<file path="src/rtl/locked_ckt_query_sequencer.sv">
// Oracle query sequencer for a key-locked combinational netlist.
// Holds a serially loaded key, applies one PI pattern per query, waits a
// programmable settle time, captures the POs and returns them over a
// valid/ready response channel while counting completed queries.
module locked_ckt_query_sequencer #(
  parameter int unsigned PI_W   = 36,
  parameter int unsigned KEY_W  = 16,
  parameter int unsigned PO_W   = 7,
  parameter int unsigned SETTLE = 2
) (
  input  logic              clk,
  input  logic              rst,
  input  logic              key_bit_in,
  input  logic              key_shift_en,
  input  logic              key_commit,
  input  logic              key_zeroize,
  output logic [KEY_W-1:0]  key_out,
  output logic              key_valid,
  input  logic              req_valid,
  output logic              req_ready,
  input  logic [PI_W-1:0]   req_pattern,
  output logic [PI_W-1:0]   pi_out,
  input  logic [PO_W-1:0]   po_in,
  output logic              rsp_valid,
  input  logic              rsp_ready,
  output logic [PO_W-1:0]   rsp_data,
  output logic              busy,
  output logic [15:0]       query_count
);

  if (SETTLE < 1 || SETTLE > 255) begin : g_bad_settle
    $error("SETTLE must be in 1..255");
  end

  typedef enum logic [1:0] {S_IDLE, S_SETTLE, S_RESP} state_t;

  state_t           state;
  state_t           state_nxt;
  logic [KEY_W-1:0] shadow;
  logic             commit_pending;
  logic [7:0]       cnt;
  logic             accept;
  logic             rsp_fire;

  assign req_ready = (state == S_IDLE) && key_valid && !commit_pending;
  assign accept    = req_valid && req_ready;
  assign rsp_fire  = (state == S_RESP) && rsp_valid && rsp_ready;
  assign busy      = (state != S_IDLE);

  // Next-state logic; zeroize aborts any query in flight.
  always_comb begin
    state_nxt = state;
    case (state)
      S_IDLE:   if (accept)     state_nxt = S_SETTLE;
      S_SETTLE: if (cnt == '0)  state_nxt = S_RESP;
      S_RESP:   if (rsp_fire)   state_nxt = S_IDLE;
      default:                  state_nxt = S_IDLE;
    endcase
    if (key_zeroize) state_nxt = S_IDLE;
  end

  // State register.
  always_ff @(posedge clk) begin
    if (rst) state <= S_IDLE;
    else     state <= state_nxt;
  end

  // Key shadow shifting and commit; a commit outside an idle, non-accepting
  // cycle is deferred so key_out stays frozen for the whole query.
  always_ff @(posedge clk) begin
    if (rst || key_zeroize) begin
      shadow         <= '0;
      key_out        <= '0;
      key_valid      <= 1'b0;
      commit_pending <= 1'b0;
    end else begin
      if (key_shift_en) shadow <= {shadow[KEY_W-2:0], key_bit_in};
      if ((state == S_IDLE) && !accept && (key_commit || commit_pending)) begin
        key_out        <= shadow;
        key_valid      <= 1'b1;
        commit_pending <= 1'b0;
      end else if (key_commit) begin
        commit_pending <= 1'b1;
      end
    end
  end

  // Query datapath: pattern launch, settle countdown, capture, count.
  always_ff @(posedge clk) begin
    if (rst) begin
      pi_out      <= '0;
      rsp_data    <= '0;
      rsp_valid   <= 1'b0;
      query_count <= '0;
      cnt         <= '0;
    end else if (key_zeroize) begin
      rsp_valid <= 1'b0;
    end else begin
      case (state)
        S_IDLE: begin
          if (accept) begin
            pi_out <= req_pattern;
            cnt    <= 8'(SETTLE - 1);
          end
        end
        S_SETTLE: begin
          if (cnt == '0) begin
            rsp_data  <= po_in;
            rsp_valid <= 1'b1;
          end else begin
            cnt <= cnt - 8'd1;
          end
        end
        S_RESP: begin
          if (rsp_fire) begin
            rsp_valid <= 1'b0;
            if (query_count != '1) query_count <= query_count + 16'd1;
          end
        end
        default: ;
      endcase
    end
  end

endmodule

</file>
<file path="config.mk">
export PLATFORM = sky130hd
export DESIGN_NAME = locked_ckt_query_sequencer
export DESIGN_NICKNAME = d
export VERILOG_FILES = /design/src/rtl/locked_ckt_query_sequencer.sv
export SDC_FILE = /design/constraint.sdc
export NUM_CORES = 1
export LEC_CHECK = 0
export BUFFER_PORTS_ARGS = -buffer_cell sky130_fd_sc_hd__buf_2
export CORE_MARGIN = 2
export CORE_UTILIZATION = 30
export DETAILED_ROUTE_END_ITERATION = 7
export PLACE_DENSITY = 0.59
export RECOVER_POWER = 100
export SETUP_SLACK_MARGIN = 0.05
export SLEW_MARGIN = 20
export SYNTH_ARGS = -nofsm -noshare
export SYNTH_HDL_FRONTEND = slang
export SYNTH_SLANG_ARGS = --single-unit
</file>
<file path="constraint.sdc">
create_clock -name clk -period 5.2 [get_ports clk]
set_input_delay 0 -clock clk [delete_from_list [all_inputs] [get_ports clk]]
set_output_delay 0 -clock clk [all_outputs]
set_load 0.02 [all_outputs]
</file>
# Word level (Yosys, flattened, before mapping)
# Cells that the tools add are included.
# totals
word_cells,54
reg_bits,104
latchBits,0
n_memories,0
out_inout_bits,79
ram_bits,0
in_bits,51
romBits,0
# op_classes
mul,0
n_reduce_logical,24
div,0
eq_ne,7
magnitude_cmp,0
n_mux,10
shifts,0
n_bitwise,1
add_sub_neg,2
# ops
operator,count
$add A16 B1 Y16 const B,1
$mux W8,2
$ne A16 B16 Y1 const B,1
$pmux W8 S2,1
$reduce_and A3 Y1,4
$logic_not A8 Y1,1
$ne A2 B2 Y1 const B,4
$reduce_and A4 Y1,2
$sub A8 B1 Y8 const B,1
$logic_and A1 B1 Y1,7
$mux W2,3
$pmux W2 S3,1
$reduce_bool A2 Y1,3
$reduce_or A2 Y1,2
$eq A2 B1 Y1 const B,1
$eq A2 B2 Y1 const B,1
$logic_not A1 Y1,2
$logic_not A2 Y1,1
$logic_or A1 B1 Y1,2
$mux W1,2
$pmux W1 S2,1
$not A1 Y1,1

# Longest topological paths before layout
# Gate-level depths: netlist (run 1).
# depth
depth_word,8
mapped_depth,7
mapped_depth_nobuf,6

# Worst setup path before layout (run 1)
# No wires, ideal clock.
# synth_timing
path_type,register -> register
from,register key_valid
to,register pi_out[14]
setup_time_ps,132
path_stages_with_launch,6
period_less_slack_ps,2264
setup_slack_ps,2936
arrival_time_ps,2132
t_required_ps,5068
n_path_buf,1
cell_sequence,dfxtp_1 -> nor4b_1 -> nand2_1 -> clkbuf_1 -> nand2_1 -> a21oi_1
# synth_between
elab_chain_cells,4
# synth_lines
item,line,source
from (decl),18,"output logic key_valid,"
from (signal assigned),74,key_valid <= 1'b0;
from (signal assigned),80,key_valid <= 1'b1;
$logic_and A1 B1 Y1 (2 in a row),45,assign req_ready = (state == S_IDLE) && key_valid && !commit_pending;
via req_ready,20,"output logic req_ready,"
$logic_and A1 B1 Y1,46,assign accept = req_valid && req_ready;
$reduce_and A3 Y1 (no source line),n/a,
to (signal assigned),102,pi_out <= req_pattern;
to (decl),22,"output logic [PI_W-1:0] pi_out,"
# The timed path passes the listed nets, and every way through them passes these cells.
# A chain may end at the register's enable or synchronous reset.

# Final worst setup path (run 1)
# layout_timing
from,register cnt[2]
to,register rsp_data[5]
# layout_between
elab_chain_cells,2
# layout_lines
item,line,source
from (decl),41,logic [7:0] cnt;
from (signal assigned),103,cnt <= 8'(SETTLE - 1);
from (signal assigned),111,cnt <= cnt - 8'd1;
$logic_not A8 Y1,107,if (cnt == '0) begin
$reduce_and A3 Y1 (no source line),n/a,
to (signal assigned),108,rsp_data <= po_in;
to (decl),26,"output logic [PO_W-1:0] rsp_data,"
# No other way between the ends.

==> results.txt, run 1 <==
The ratio of cells with drive above 1 in the final layout came out at 12.1%. The largest net degree at the start of global routing came out at 66. The storage element area is around 2100 um2.

Broken down by cell family, the worst path's largest delay share belongs to simple AND/OR/NAND/NOR gates. The final number of hold-violating endpoints is 0. The core region area is 13,300 um2. CTS built an H-tree with a depth of 3. The area of the mapped netlist is around 4100 um2. The clock passes through at most 2 buffers. The post-synthesis sequential area ratio is 50.3%. The slowest stage of the critical path belongs to the cell sky130_fd_sc_hd__nor4_1. The placed wire-length estimate after detailed placement came out at 7300 um. The routed length per placed instance came out at around 14 um.

The detailed-routing iteration count for the pre-antenna-repair pass came out at 6. The number of global-route vias before repair came to 3,724. The non-filler instance count after layout is a little over 800. In this run the power density over the cells is 291 nW/um2. Setup repair after global routing left no endpoint under its margin. The fmax came out at 335 MHz. The area added between synthesis and finish came out at 34.1%. The distinct cell type count after synthesis came out at 43. In the final layout, the multi-input gates occupy 1890 um2. The number of remaining DRC errors is 0. The total instance count after detailed placement is about 750. The total wire length after detailed routing is 11,000 um. In this run the clock root is driven by a sky130_fd_sc_hd__clkbuf_16. The tool flagged a number of max-cap violations equal to 2.

Yosys printed 0 warnings. The biggest area contributor in the post-synthesis netlist is sky130_fd_sc_hd__dfxtp_1. The synthesis-stage register bit count came out at about 100. The number of port buffers is approximately 130.

The total negative slack for setup checks is 0 ns. The final clock period utilization by the worst path came out at 57.3%. The vertical die dimension came out at 121 um. TritonCTS built the clock tree.

The congestion estimate from routability-driven global placement came to 0.842. The average instance in the mapped netlist occupies between 8 and 9 um2. The design draws about 1.6 mW.

The total of endpoints with negative setup slack in the final report came out at 0. After detailed routing, the number of vias per cell comes to 4.76. In this run the tightest slew margin relative to its limit is -30.5%.

The largest stage delay on the critical path came out at 1.46 ns. The final layout net count came out at ~680. The first global-routing pass estimated 17,600 um of wire. The die is 121 um wide.

Post-CTS repair changed the size of 0 cells. In this run, the number of DRC markers left after iteration 0 of detailed routing was 245. The antenna violation net count after detailed routing came out at 0. The async set-or-reset flop fraction in the synthesized netlist came out at 0%.

The critical path arrival came out at 3.20 ns. In this run the worst hold path is classified as input port to flop. In the synthesized netlist the dominant register cell turns out to be sky130_fd_sc_hd__dfxtp_1. The synthesized instance count is 470. The data required time at the worst endpoint is 5.41 ns.

The checks that failed: max-capacitance violations, max-slew violations. The maximum net fanout on the critical path came out at 7. The final worst clock skew is 0.00870 ns. STA classifies the critical path endpoint as a flop. The post-layout minimum cycle time is 2.98 ns. The overflow left after global routing is 0.

In the post-synthesis netlist, the cell with the most instances is sky130_fd_sc_hd__dfxtp_1. The share of the core filled with cells in the final layout came out at 41.6%. During I/O placement, the number of pins put on the boundary was 130. The clock transition time at the flip-flop clock pins of the worst setup and hold paths came out at 0.07 ns. The worst setup path is of the flop to flop kind.

The count of flip-flops with a built-in enable after synthesis is 0. The die covers 14,800 um2. The signal on the critical path passes through or4_1 > nor4_1 > mux2i_1 > nor2_1.

The flow ran to the end, but the final reports show violations. At the later pin of the worst-skew pair, clock insertion delay measures about 0.35 ns. The buffer and inverter count on the worst path came out at 0. Yosys attributes the largest share of cell area to sky130_fd_sc_hd__dfxtp_1 (50%), sky130_fd_sc_hd__mux2i_1 (9.4%), sky130_fd_sc_hd__nand2_1 (7.3%), sky130_fd_sc_hd__a21oi_1 (6.6%), sky130_fd_sc_hd__nor2_1 (4.5%).

The diode insertion count for antenna repair came out at 0. For this configuration, the core starts out at a cell density of 31.0%. The number of nets produced by synthesis is ~520. The slew at the pin with the worst max-slew slack came out at 1.96 ns.

The total via count in the routed design came out at 3,858. The initial antenna violation count came out at 0. The number of max-slew violations in the final report came to 46.

STA classifies the critical path startpoint as a flop. The floorplan has 42 rows. The largest voltage drop on the vdd net is 0.233 mV. Once the clock tree was built, the setup fixing pass inserted 0 buffers. The worst hold slack is approximately 0.034 ns. The number of buffers inserted during clock tree synthesis is 9. By count the netlist is led by sky130_fd_sc_hd__dfxtp_1 (104), sky130_fd_sc_hd__nand2_1 (81), sky130_fd_sc_hd__a21oi_1 (55). The cell leakage power is 2.02 nW. The overall global routing resource usage is between 10% and 20%. The share of Yosys cell area claimed by the top area cell type came out at about half. The fill cell instance count of the final layout came out at 1,389.

The TritonCTS sink count came out at approximately 100.
worst min-delay path: stages:
cell,delay [ns]
sky130_fd_sc_hd__buf_2,0.12
sky130_fd_sc_hd__nand3b_1,0.13
sky130_fd_sc_hd__a211oi_1,0.08
timing repair:
action	in CTS	in global routing
hold endpoints to repair	47	0
setup endpoints to repair	0	0
hold buffers	46	0
flip-flops by register name (all words and copies together), names as in the netlist:
| register | count |
|---|---|
| pi_out | 36 |
| key_out | 16 |
| query_count | 16 |
| shadow | 16 |
| cnt | 8 |
| rsp_data | 7 |
| state | 2 |
| commit_pending | 1 |
| key_valid | 1 |
| rsp_valid | 1 |
logic make-up (layout without fill, tap and decap cells):
family / Yosys count / after routing / synth area share (%)
flops: 104 / 104 / 50.3
simple gates: 194 / 194 / 22.5
fa+ha+maj: 3 / 3 / 0.907
mux: 42 / 42 / 10.2
buf+inv: 41 / 205 / 3.99
compound gates: 86 / 86 / 12.1
routing by layer:
metal  global-route usage, %  vias to the layer above  share of wire [%]
li1                        -                     1939                  -
met1                    17.3                     1797                 44
met2                    24.5                      103                 48
met3                    6.16                       19                6.6
met4                    5.60                        0                1.9
met5                       0                        -                  0
path summary, 6_finish.rpt:
path | from | to | slack [ns] | cells past startpoint
min | req_valid | commit_pending | 0.03 | 3
min reg2reg | pi_out[33] | pi_out[33] | 0.45 | 2
max reg2reg | cnt[2] | rsp_data[5] | 2.22 | 4
max | cnt[2] | rsp_data[5] | 2.22 | 4
where the power goes:
group	switching, mW	internal, mW
clock	0.285	0.398
sequential	0.00537	0.804
combinational	0.0633	0.0578
total	0.354	1.26
metrics by stage:
stage                     area (um2)  worst slack [ns]
after floorplan                 4140              2.94
after global placement          4910              3.13
after detailed placement        4910              3.10
after CTS                       5670              3.08
after global routing            5550              2.06
final                           5550              2.22
cell usage in the layout (no fill, tap or decap), types with 4 or more instances in the layout:
cell type	n
sky130_fd_sc_hd__dfxtp_1	104
sky130_fd_sc_hd__clkbuf_1	84
sky130_fd_sc_hd__nand2_1	81
sky130_fd_sc_hd__a21oi_1	55
sky130_fd_sc_hd__nor2_1	50
sky130_fd_sc_hd__buf_2	49
sky130_fd_sc_hd__dlygate4sd3_1	46
sky130_fd_sc_hd__mux2i_1	39
sky130_fd_sc_hd__or4_1	11
sky130_fd_sc_hd__inv_1	10
sky130_fd_sc_hd__clkbuf_16	9
sky130_fd_sc_hd__o31ai_1	8
sky130_fd_sc_hd__or3_1	7
sky130_fd_sc_hd__o21ai_0	7
sky130_fd_sc_hd__nor2b_1	6
sky130_fd_sc_hd__nor4_1	6
sky130_fd_sc_hd__nand3_1	5
sky130_fd_sc_hd__nand4_1	5
sky130_fd_sc_hd__or2_2	4
sky130_fd_sc_hd__o41ai_1	4
sky130_fd_sc_hd__nor3_1	4
area by class of cell:
type                            count  area share, %
Multi-Input combinational cell    325           33.9
Tap cell                          176           3.96
Clock buffer                       13           4.69
Clock inverter                      3          0.721
Timing Repair Buffer              179           18.5
Inverter                           10          0.676
Sequential cell                   104           37.5
Note: power is estimated with default switching activity, not from simulation.
==> run 2: changes to the inputs <==
Settings changed: ABC_AREA set to 1, PLACE_DENSITY 0.59 to 0.6.
Clock period 5.2 ns to 2.6 ns, I/O delays scaled along.
==> run 2 against run 1 <==
Against the previous run:
- the flow now finishes without violations
- count of clock-buffer cells in the layout down 3
- setup slack worse by 1.7 ns
- synthesized area up 8.0%
- sequential power up 100%
- largest cell class unchanged
- highest routed layer unchanged
==> results.txt, run 2 <==
The number of port buffers came out at 129. The core region is 14,500 um2. In this run the top signal layer used is met4. After synthesis, the share of cell area in mux cells is 0%. The x dimension of the die is 126 um. The worst hold path stage count came out at 2. The startpoint type of the worst setup path is a flop. The most common cell in the netlist is sky130_fd_sc_hd__dfxtp_1.

The total negative slack for setup checks came out at 0 ns. The number of buffers inserted during clock tree synthesis is 9. The I/O pin count came out at 130. For this run, the leading register cell type out of synthesis is sky130_fd_sc_hd__dfxtp_1. The type of the most critical hold path is input port to flop. The mean instance size in the synthesized netlist came out at 7.48 um2. The detailed-routing iteration count for the pre-antenna-repair pass is 4. The fmax came out at 473 MHz. The clock arrives with slightly above 0.009 ns of skew. The TritonCTS sink count came out at 104. The total instance count after detailed placement is 890.

The clock transition time at the flip-flop clock pins of the worst setup and hold paths came out at about 0.070 ns. The detail-routed via count per cell is 4.51. The met2 wirelength from detailed routing is 5320 um. The post-synthesis sequential area ratio is 46.5%. The type of the worst setup path is flop to flop. The number of buffers between clock root and the deepest sink is 2.

The total via count in the routed design is 4,294. The total power draw came out at 3.25 mW. The final layout net count came out at 818. The maximum net fanout on the critical path came out at 33.

The number of global-route vias before repair was about 4,100. The congestion estimate from routability-driven global placement came to ~0.77. The complex-gate fraction of the synthesized area is about a fifth.

The cell type of the slowest stage on the worst timing path is sky130_fd_sc_hd__nand3_4. The startpoint identified for the worst hold timing path is key_shift_en. The detailed router put a total of 5710 um of wire on met1. The overflow left after global routing is 0. The overall global routing resource usage is 15.3%.

The synthesized instance count is 598. The routed design could run at a clock period as short as 2.11 ns. Ranked by flip-flop count, first place goes to pi_out. The normalized max-slew margin came out at 24.6%.

The synthesized design spends more area on one cell type than any other, namely sky130_fd_sc_hd__dfxtp_1. For hold timing, the worst endpoint is shadow[7]. The signal on the critical path passes through nor2_1 > inv_2 > nor3_1 > nand3_4 > clkbuf_2 > o21ai_0 > a21oi_1. The wire-length estimate of the detail-placed layout is 7970 um.

The total wire length after detailed routing is 11,900 um. The largest voltage drop on the vdd net came out at around 0.36 mV. The number of resized instances in the post-cts repair step came out at 0. The length in cells of the worst reg-to-reg path came out at 7. In this run the power density over the cells is 560 nW/um2.

Summing the areas of all and, or, nand and nor instances in the mapped netlist gives ~22% of the synthesized area. The number of warnings reported in the yosys synthesis log is 0. The later pin in the worst-skew pair is clocked with a latency of 0.36 ns. The post-synthesis adder-cell area fraction came out at 0.839%. The floorplan has 44 rows.

The slack of the worst reg-to-reg path came out at 0.49 ns. Leaving out fill and tap cells, the most frequent cells in the layout are sky130_fd_sc_hd__nand2_1 (108), sky130_fd_sc_hd__dfxtp_1 (104), sky130_fd_sc_hd__clkbuf_1 (81), sky130_fd_sc_hd__a21oi_1 (79), sky130_fd_sc_hd__inv_1 (76). The area growth from synthesis to layout is 29.6%.

The flip-flop count of the largest register, all copies and words added came out at 36. For the pin with the worst max-slew slack, the measured transition is around 1.1 ns. The final number of hold-violating endpoints came out at 0.

The root buffer cell is sky130_fd_sc_hd__clkbuf_16. The area used by multi-input combinational logic is 1850 um2. The synthesis-stage register bit count is around 100. The initial cell density of the core came out at 30.8%. The count of flip-flops with a built-in enable after synthesis came out at 0. The storage element area came out at 2080 um2. The data required time at the worst endpoint came out at 2.84 ns. By area the synthesized netlist is led by sky130_fd_sc_hd__dfxtp_1 (47%), sky130_fd_sc_hd__nand2_1 (8.6%), sky130_fd_sc_hd__a21oi_1 (8.4%), sky130_fd_sc_hd__inv_1 (6.4%), sky130_fd_sc_hd__nor2_1 (5.6%). The die covers 15,900 um2. Max-cap violations in this run came to 0. The capture point of the worst reg-to-reg path is pi_out[20]. The number of different library cells used by synthesis comes to 29.

The first-pass GRT wire length came out at a little under 20,000 um. The final clock period utilization by the worst path is roughly four fifths. After synthesis, the most frequently instantiated cells are sky130_fd_sc_hd__dfxtp_1 (104), sky130_fd_sc_hd__nand2_1 (103), sky130_fd_sc_hd__inv_1 (76). The clock tree from TritonCTS is yes. The fill cell instance count of the final layout came out at 1,599. Setup repair after global routing left no endpoint under its margin. The xor and xnor area share after synthesis is 0.979%. The startpoint identified for the worst register-to-register timing path is state[1]. The cell leakage power is 2.20 nW. After detailed routing, the number of remaining DRC violations is 0. The combinational family with the most area after synthesis is simple AND/OR/NAND/NOR gates. The area of the mapped netlist is 4470 um2. The initial antenna violation count is 0. The number of max-slew violations in the final report came out at 0.

The die is 126 um tall. The total of endpoints with negative setup slack in the final report came out at 0. The diode insertion count for antenna repair came out at 0. The critical path arrival came out at 2.35 ns. The wire length on met3 is roughly 560 um. The H-tree level count came out at 3. The flow ran to the end, and the final reports show no timing, DRC or antenna violations. The largest net degree at the start of global routing is 34. The share of Yosys cell area claimed by the top area cell type came out at between 40 and 50%. Leaving out fill and tap cells, the most frequent cell in the layout is sky130_fd_sc_hd__nand2_1. The ratio of cells with drive above 1 in the final layout is between 10 and 15%. The antenna violation net count after detailed routing is 0. The post-CTS setup buffer count is 0.

In this run, the number of DRC markers left after iteration 0 of detailed routing was 221. Once layout is complete, the cells apart from fillers number 953. The routed length per placed instance is between 10 and 15 um. On the worst path, the slowest cell contributes a delay of 0.38 ns. The number of nets produced by synthesis came out at 652. The async set-or-reset flop fraction in the synthesized netlist came out at 0%.

The worst setup path is captured at a flop.
[run 2: layout make-up]
class                           count  area share (%)
Sequential cell                   104            35.9
Multi-Input combinational cell    389            32.0
Timing Repair Buffer              182            18.2
Inverter                           78            5.05
Clock buffer                       10            4.12
Tap cell                          184            3.97
Clock inverter                      6           0.755
[run 2: report_power, final]
part           internal (mW)  total, mW  leakage (nW)  switching (mW)
combinational          0.127      0.303          1.22           0.177
clock                  0.679       1.30         0.139           0.620
sequential              1.63       1.64         0.842          0.0185
[run 2: logic make-up after synthesis]
kind of cell / Yosys count
buf+inv: 105
fa+ha+maj: 3
simple gates: 221
compound gates: 160
xor+xnor: 5
flops: 104
[run 2: stage by stage]
stage / setup WS, ns / utilization (%) / hold slack, ns / instance area, um2
floorplan: 0.971 / - / 0.173 / 4470
global placement: 0.738 / 35.8 / 0.262 / 5210
detailed placement: 0.722 / 35.8 / 0.269 / 5210
CTS: 0.698 / 41.0 / 0.00758 / 5960
global route: 0.230 / 39.9 / 0.0218 / 5800
finish: 0.487 / 39.9 / 0.0239 / 5800
[run 2: worst max-delay path: cells and delay by family, from the launching register on]
family,cells,cell delay [ns]
flops,1,0.35
simple gates,3,0.94
compound gates,2,0.27
buf+inv,2,0.43
[run 2: layer usage]
metal	global-route usage [%]	vias to the layer above
met5	0	-
met4	6.33	0
met3	4.08	28
met2	24.5	114
met1	19.6	1899
li1	-	2253
[run 2: what timing repair did]
| item | CTS | global route |
|---|---|---|
| hold buffers | 47 | 0 |
| hold endpoints to repair | 47 | 0 |
| endpoints found under the setup margin | 0 | 0 |
[run 2: worst max path at each step]
stage,slack [ns],startpoint,end,depth (start not counted)
after floorplan,0.97,query_count[1],query_count[9],11
after global placement,0.74,cnt[0],rsp_data[5],7
after detailed placement,0.72,cnt[0],rsp_data[1],7
after CTS,0.70,cnt[0],rsp_data[1],7
after global routing,0.23,state[1],pi_out[20],7
final,0.49,state[1],pi_out[20],7
==> run 3: changes to the inputs <==
Settings changed: PLACE_DENSITY 0.6 to 0.58.
Clock period 2.6 ns to 2.1 ns, I/O delays scaled along.
==> run 3 against run 2 <==
Against the previous run:
- final area increased by 2.1%
- power is 28% higher
- sequential share of layout area is 0.73 points lower
- clock power is 33% higher
- clock skew grew 0.0021 ns
- count of clock-buffer cells in the layout up 2
- non-clock buffer count up 5
- combinational power up 25%
- first-iteration DRC count grew 2.3%
- register-to-register slack got worse by 0.20 ns
==> results.txt, run 3 (synthesis results as in run 2) <==
The run finished with clean final reports. The startpoint identified for the worst hold timing path is key_shift_en. For this block, the via count after detailed routing is 4,254. The ratio of cells with drive above 1 in the final layout came out at about 12%. Summing all placed instances gives a cell area of between 5000 and 6000 um2. The routability congestion estimate came out at between 0.8 and 0.9. The critical path arrival is 2.04 ns. Post-CTS timing repair inserted 0 buffers for setup. STA classifies the critical path endpoint as a flop. STA puts the critical path data required time at ~2.3 ns.

More flip-flops sit in one register than any other, and that register is pi_out. The number of remaining DRC errors is 0. The antenna violation net count after detailed routing came out at 0. The final number of hold-violating endpoints is 0. The worst hold path was traced through 2 stages. The number of port buffers is 129. TritonCTS built the clock tree.

The TritonCTS sink count came out at 104. The floorplan die area is 15,900 um2. In this run the clock root is driven by a sky130_fd_sc_hd__clkbuf_16.

The initial antenna violation count came out at 0. The final worst clock skew came out at 0.0114 ns. The total wire length after detailed routing is 11,700 um. The slowest stage of the critical path is the sky130_fd_sc_hd__nor3_1 cell. The largest stage delay on the critical path is 0.41 ns. The endpoint identified for the worst register-to-register timing path is pi_out[22].

The area added between synthesis and finish came out at 32.3%. In this run the register-to-register setup slack is 0.29 ns. The number of max-cap violations is 0. The type of the worst setup path is flop to flop. The number of buffers between clock root and the deepest sink is 2. After detailed routing, the average wire length per cell comes to approximately 12 um. In the finished design, the share of the clock period the worst path needs comes to 86.2%. The clock transition time at the flip-flop clock pins of the worst setup and hold paths came out at 0.07 ns.

The first-pass GRT wire length is 19,400 um. For this design the ratio of total power to cell area is 701 nW/um2. The number of max-slew violations in the final report is 0.

The most common library cell in the layout ignoring fill and taps is sky130_fd_sc_hd__nand2_1. The length in cells of the worst reg-to-reg path came out at 7. The total of endpoints with negative setup slack in the final report is 0. The overflow left after global routing is 0.

The cell leakage power came out at 2.25 nW. After the last flow step, the layout net total stands at between 800 and 900. The total negative slack for setup checks came out at 0 ns.

The number of cell rows came out at 44. The number of global-route vias before repair was 4,011. The worst register-to-register path begins at state[1].

Headroom to the max-slew limit came out at 66.0%. Walking the worst path, the cells encountered are nor2_1 > inv_2 > nor3_1 > nand3_4 > buf_12 > o21ai_0 > a21oi_1. Across the VDD grid, the largest voltage drop is 0.393 mV. The maximum net fanout on the critical path is between 70 and 80.

The flip-flop count of the largest register, all copies and words added came out at 36. The buffer and inverter count on the worst path came out at 2. For hold timing, the worst endpoint is shadow[13].

The clock reaches the later pin of the worst-skew pair after 0.35 ns. The slew at the pin with the worst max-slew slack is approximately 0.51 ns. For this run, the detailed router's first-pass iteration total came to 4. The finished cells cover approximately 5900 um2. The type of the most critical hold path is input port to flop. The x dimension of the die is 126 um.

The diode insertion count for antenna repair came out at 0. The H-tree level count is 3. The placed wire-length estimate after detailed placement is 7940 um. The number of buffers inserted during clock tree synthesis is 9.

The post-layout minimum cycle time came out at 1.81 ns. For this design the top-level I/O count stands at 130. The fmax is 553 MHz.

The detailed router finished its first iteration with 226 violations. Setup repair after global routing left no endpoint under its margin. The initial cell density of the core came out at 30.8%. STA classifies the critical path startpoint as a flop.

The die is 126 um tall. The detail-routed via count per cell is 4.44. The overall global routing resource usage came out at 14.9%. The core region area came out at 14,500 um2. The family with the most delay on the worst path is simple AND/OR/NAND/NOR gates. The largest net degree at the start of global routing is 73. The top cell types in the final layout, fill and taps aside, are sky130_fd_sc_hd__nand2_1 (107), sky130_fd_sc_hd__dfxtp_1 (104), sky130_fd_sc_hd__clkbuf_1 (80), sky130_fd_sc_hd__a21oi_1 (78), sky130_fd_sc_hd__inv_1 (76).
## run 3: stage by stage
step / cells / power, mW / util (%) / worst slack, ns / hold WS (ns)
2_1_floorplan: 598 / 2.28 / - / 0.471 / 0.173
3_3_place_gp: 894 / 2.40 / 36.2 / 0.378 / 0.245
3_5_place_dp: 894 / 2.40 / 36.2 / 0.323 / 0.249
4_1_cts: 958 / 4.22 / 41.6 / 0.312 / 0.0150
5_1_grt: 958 / 4.32 / 40.7 / 0.0931 / 0.0410
6_report: 958 / 4.15 / 40.7 / 0.290 / 0.0321
## run 3: area by class of cell
type	instances	area [um2]
clock inverters	4	52.6
multi-input cells	389	1880
flip-flops and latches	104	2080
clock buffers	12	256
inverters	78	293
fillers	1563	8620
well taps	184	230
repair buffers	187	1130
## run 3: worst max-delay path by stage
stage	cells past startpoint	slack [ns]	startpoint	to
global route	7	0.09	state[1]	pi_out[11]
detailed placement	7	0.32	cnt[0]	rsp_data[2]
global placement	7	0.38	cnt[0]	rsp_data[4]
floorplan	11	0.47	query_count[1]	query_count[9]
CTS	7	0.31	cnt[0]	rsp_data[2]
finish	7	0.29	state[1]	pi_out[22]
## run 3: timing repair
item	CTS	global route
hold endpoints to repair	51	0
resized for setup	0	1
endpoints found under the setup margin	0	3
hold buffers	48	0
## run 3: where the power goes
part           internal, mW  total (mW)  switching (mW)
logic                 0.164       0.379           0.216
registers              2.01        2.04          0.0224
clock network         0.990        1.73           0.743
total                  3.17        4.15           0.981
## run 3: per-layer routing
layer / up-vias / track usage (%) / part of all wire, %
met5: - / 0 / 0
met4: 0 / 4.72 / 1.7
met3: 18 / 4.21 / 4.8
met2: 98 / 24.0 / 45
met1: 1878 / 19.5 / 48
li1: 2260 / - / -
